### src/rtl/alu_job_sequencer.sv
// Sequencer between an SPI operand slave and a float ALU: synchronises the chip
// select and opcode, runs one timed ALU job per transfer and packs a result record.
module alu_job_sequencer #(
  parameter int ALU_LATENCY = 4,
  parameter int SYNC_STAGES = 2
) (
  input  logic        clk,
  input  logic        rst,
  input  logic        spi_cs,
  input  logic [2:0]  op_sel,
  input  logic [31:0] operand1_in,
  input  logic [31:0] operand2_in,
  output logic [31:0] alu_n1,
  output logic [31:0] alu_n2,
  output logic [1:0]  alu_oper,
  input  logic [31:0] alu_result,
  output logic [63:0] packed_result,
  output logic        job_valid,
  output logic        busy
);

  typedef enum logic [1:0] {
    IDLE    = 2'd0,
    CAPTURE = 2'd1,
    EXEC    = 2'd2,
    DONE    = 2'd3
  } state_t;

  localparam logic [3:0] LAT_LOAD = 4'(ALU_LATENCY - 1);

  state_t                       state_q, state_d;
  logic [SYNC_STAGES-1:0]       cs_sync_q, cs_sync_d;
  logic [SYNC_STAGES-1:0][2:0]  op_sync_q, op_sync_d;
  logic                         cs_prev_q, cs_prev_d;
  logic [3:0]                   cnt_q, cnt_d;
  logic [31:0]                  n1_q, n1_d;
  logic [31:0]                  n2_q, n2_d;
  logic [2:0]                   op_q, op_d;
  logic [7:0]                   seq_q, seq_d;
  logic                         overrun_q, overrun_d;
  logic [63:0]                  packed_q, packed_d;
  logic                         job_valid_q, job_valid_d;
  logic                         cs_rise;
  logic [31:0]                  result_v;

  // Flags are {NaN, Inf, zero, sign} of an IEEE-754 single.
  function automatic logic [3:0] fp_flags(input logic [31:0] v);
    logic exp_ones;
    logic man_zero;
    exp_ones = (v[30:23] == 8'hFF);
    man_zero = (v[22:0] == 23'd0);
    return {exp_ones & ~man_zero, exp_ones & man_zero, (v[30:0] == 31'd0), v[31]};
  endfunction

  assign cs_sync_d = {cs_sync_q[SYNC_STAGES-2:0], spi_cs};
  assign op_sync_d = {op_sync_q[SYNC_STAGES-2:0], op_sel};
  assign cs_prev_d = cs_sync_q[SYNC_STAGES-1];
  assign cs_rise   = cs_sync_q[SYNC_STAGES-1] & ~cs_prev_q;

  always_comb begin
    state_d     = state_q;
    cnt_d       = cnt_q;
    n1_d        = n1_q;
    n2_d        = n2_q;
    op_d        = op_q;
    seq_d       = seq_q;
    overrun_d   = overrun_q;
    packed_d    = packed_q;
    job_valid_d = 1'b0;
    result_v    = alu_result;
    case (state_q)
      IDLE: begin
        if (cs_rise) state_d = CAPTURE;
      end
      CAPTURE: begin
        n1_d    = operand1_in;
        n2_d    = operand2_in;
        op_d    = op_sync_q[SYNC_STAGES-1];
        cnt_d   = LAT_LOAD;
        state_d = EXEC;
        if (cs_rise) overrun_d = 1'b1;
      end
      EXEC: begin
        if (cs_rise) overrun_d = 1'b1;
        if (cnt_q == 4'd0) state_d = DONE;
        else               cnt_d   = cnt_q - 4'd1;
      end
      DONE: begin
        // Illegal opcodes keep the previous result word; flags follow what is stored.
        result_v    = op_q[2] ? packed_q[31:0] : alu_result;
        seq_d       = seq_q + 8'd1;
        packed_d    = {seq_d, op_q, op_q[2], fp_flags(result_v),
                       overrun_q | cs_rise, 15'd0, result_v};
        job_valid_d = 1'b1;
        overrun_d   = 1'b0;
        state_d     = IDLE;
      end
      default: state_d = IDLE;
    endcase
  end

  always_ff @(posedge clk or negedge rst) begin
    if (!rst) begin
      state_q     <= IDLE;
      cs_sync_q   <= '1;
      op_sync_q   <= '0;
      cs_prev_q   <= 1'b1;
      cnt_q       <= '0;
      n1_q        <= '0;
      n2_q        <= '0;
      op_q        <= '0;
      seq_q       <= '0;
      overrun_q   <= 1'b0;
      packed_q    <= '0;
      job_valid_q <= 1'b0;
    end else begin
      state_q     <= state_d;
      cs_sync_q   <= cs_sync_d;
      op_sync_q   <= op_sync_d;
      cs_prev_q   <= cs_prev_d;
      cnt_q       <= cnt_d;
      n1_q        <= n1_d;
      n2_q        <= n2_d;
      op_q        <= op_d;
      seq_q       <= seq_d;
      overrun_q   <= overrun_d;
      packed_q    <= packed_d;
      job_valid_q <= job_valid_d;
    end
  end

  assign alu_n1        = n1_q;
  assign alu_n2        = n2_q;
  assign alu_oper      = op_q[1:0];
  assign packed_result = packed_q;
  assign job_valid     = job_valid_q;
  assign busy          = (state_q != IDLE);

endmodule

### config.mk
export PLATFORM = sky130hd
export DESIGN_NAME = alu_job_sequencer
export DESIGN_NICKNAME = d
export VERILOG_FILES = /design/src/rtl/alu_job_sequencer.sv
export SDC_FILE = /design/constraint.sdc
export NUM_CORES = 1
export LEC_CHECK = 0
export CAP_MARGIN = 30
export CORE_MARGIN = 3
export CORE_UTILIZATION = 38
export DETAILED_ROUTE_END_ITERATION = 16
export HOLD_SLACK_MARGIN = 0.06
export PLACE_DENSITY = 0.89
export SETUP_SLACK_MARGIN = 0.4
export SYNTH_ARGS = -nofsm -noshare
export SYNTH_HDL_FRONTEND = slang
export SYNTH_SLANG_ARGS = --single-unit
### constraint.sdc
create_clock -name clk -period 1.3 [get_ports clk]
set_input_delay 0.26 -clock clk [delete_from_list [all_inputs] [get_ports clk]]
set_output_delay 0.26 -clock clk [all_outputs]
set_load 0.005 [all_outputs]
==> out/results.ini <==
[status]
status=finished with violations
violations=negative setup slack

[logic_synthesis]
synth_largest_area_cell=dfrtp_1
synthTopCellsByCount=128 x dfrtp_1, 100 x mux2_2, 22 x buf_4
synth-edff-count=0
yosys-top-cells-area=dfrtp_1 61%, mux2_2 21%, buf_4 3.1%
ys_types=32
synth_most_common_cell=dfrtp_1
synth-seq-cells=131
synth_area_um2=5290
synth.top_cell.area_share_pct=60.6
synthArstFlopShare_pct=100
ys.flop_type=dfrtp_1
synth.avg_cell_area_um2=14.6
syn_inst=363
ys_seq_area_share_pct=62.1
yosys_warnings=0

[die]
core_um2=13400
die_h_um=124
initial_core_util_pct=39.4
pin_count=234
dieArea_um2=15400
die_x_um=124
num_rows=42

[global_routing]
grt_max_degree=51
grt-ovfl-total=0
grt_pass1_wl_mm=23.4
grt_pass1_vias=4745
grt_use_total_pct=19.8
grt_antenna_before_repair=0

[power_and_ir_drop]
swShare_pct=30.6
internal_power_mw=16.5
seqPwrFrac_pct=30.1
ir_drop_uv=1350
p_sw_mw=7.30
combPwrFrac_pct=49.5
powerDensity_nw_per_um2=2580
clkPwrFrac_pct=20.4
leakage_nw=4.37

[drt]
wire_per_inst_um=18.5
drt_pass1_iterations=4
drt_wl_total_mm=16.5
drtIter0Drc=223
via_per_inst=4.84
vias=4304
drc_errors=0
drtAntennaViolNets=0

[placed_design]
gp_congestion=0.817
dp.cells=781
portBuffers=218
dp.final_hpwl_mm=10.5

[cts]
cts_tree=yes
clock-sinks=131
clk_latency_ns=0.40
cts_buffers=17
htreeDepth=4
clk_path_buf_depth=2
root_buffer=clkbuf_16
clkTransAtPathRegs_ns=0.06

[worst_hold_path]
min_to=cs_sync_q[0]$_DFF_PN1_
hold_depth=1
hold_class=in -> reg
hold_start=spi_cs

[timing]
max_freq_mhz=625
min_period_ns=1.60
rsz0062_at_grt=yes
setup_violations=128
hold_viol_final=0
final.setup.worst_slack_ns=-0.301
min_period_over_period_pct=123
finClkSkew_ns=0.00656
slew_viol_final=0
holdWs_ns=0.266

[critical_path]
crit_arrival_ns=1.89
rr_worst_depth=6
r2r_slack_ns=-0.30
critPathKind=reg -> reg
worst_ep_required_time_ns=1.59
setup.worst_path.start_class=register
crit_path_max_fanout=7
r2r-end=packed_result[15]$_DFFE_PN0P_
rr_startpoint=state_q[1]$_DFFE_PN0P_
crit_path_end_kind=register

[cells_and_area]
fin_nets=810
diodes=0
utilization_pct=68.9
instances_no_fill=890
drive_gt1_share_pct=57.3
area_growth_pct=74.8

[flow_run]
cap_violations=0

==> cell families (layout without fill, tap and decap cells) <==
family,count (synthesis),count (layout),synth area share [%]
flip-flops,131,131,62.1
multiplexers,103,103,21.9
AND/OR/NAND/NOR,57,57,5.99
buffers and inverters,38,375,4.47
AO/OA/AOI/OAI,18,18,2.44
XOR/XNOR,8,8,1.33
adder cells (fa/ha/maj),7,7,1.66
other,1,15,0.0710
==> per-layer routing <==
metal  track usage, %  vias up  part of all wire (%)
li1                 -     1936                     -
met1             20.8     2133                    37
met2             36.0      198                    54
met3             6.86       37                   7.3
met4             8.35        0                   2.4
met5                0        -                     0
==> critical path, cell delays in order (launching register included) <==
cell       delay, ns
dfrtp_1         0.40
buf_4           0.15
buf_4           0.13
ha_4            0.18
nand2_8         0.12
clkbuf_16       0.17
mux2_2          0.34
==> power by group through the flow <==
stage               logic, mW  clock network [mW]  registers, mW
floorplan                4.00                   0           7.30
global placement         9.22                   0           7.11
detailed placement       9.51                   0           7.29
CTS                      10.2                4.97           7.03
global route             12.6                5.18           7.37
finish                   11.8                4.87           7.17
==> through the flow <==
step	setup TNS (ns)	setup WS (ns)	area (um2)	power (mW)
final	-27.41	-0.301	9240	23.8
after global routing	-32.96	-0.330	9240	25.1
after CTS	-23.87	-0.267	8750	22.2
after detailed placement	-14.32	-0.507	7970	16.8
after global placement	-11.58	-0.449	7970	16.3
after floorplan	-5.29	-0.160	5460	11.3
==> how the worst max path moves through the flow <==
stage / from / endpoint / slack, ns / depth (start not counted)
4_1_cts: state_q[1]$_DFFE_PN0P_ / packed_result[18]$_DFFE_PN0P_ / -0.27 / 6
5_1_grt: state_q[1]$_DFFE_PN0P_ / packed_result[15]$_DFFE_PN0P_ / -0.33 / 6
6_report: state_q[1]$_DFFE_PN0P_ / packed_result[15]$_DFFE_PN0P_ / -0.30 / 6
3_5_place_dp: alu_result[18] / packed_result[49]$_DFFE_PN0P_ / -0.51 / 6
3_3_place_gp: alu_result[21] / packed_result[49]$_DFFE_PN0P_ / -0.45 / 6
2_1_floorplan: cnt_q[0]$_DFFE_PN0P_ / state_q[1]$_DFFE_PN0P_ / -0.16 / 6
==> cell usage in the layout (no fill, tap or decap), drive strengths merged <==
cell type and instances:
a21oi 4, a22o 2, a22oi 1, and3 1
buf 231, bufinv 3, clkbuf 24, clkdlybuf4s50 100
clkinv 4, clkinvlp 3, conb 15, dfrtp 128
dfstp 3, dlygate4sd3 1, ha 7, inv 9
mux2 103, nand2 9, nand2b 2, nand3 5
nand4 9, nor2 10, nor2b 2, nor3 5
nor4 12, nor4b 2, o211ai 2, o21a 2
o21ai 4, o22ai 1, o2bb2ai 1, o32a 1
xnor2 4, xor2 4
==> state kept, by name, indices dropped and copies added (netlist names), 3 cells and up <==
signal and count:
seq_q 8, cnt_q 4, alu_n2 32, op_q 3, op_sync_d 3, op_sync_q 3, packed_result 39, alu_n1 32
==> final cells by class <==
type,instances,area [um2]
Fill cell,909,4160
Sequential cell,131,3290
Timing Repair Buffer,336,2830
Multi-Input combinational cell,208,2260
Clock buffer,20,457
Tap cell,176,220
Clock inverter,12,154
Inverter,7,31.3
==> repair_timing <==
item | in CTS | in global routing
setup endpoints to repair | 239 | 306
resized for setup | 530 | 73
endpoints found under the hold margin | 61 | 0
setup buffers | 58 | 14
pin swaps | 11 | 4
gates cloned | 1 | 3
hold buffers | 1 | 0
(Power assumes the default switching activity.)
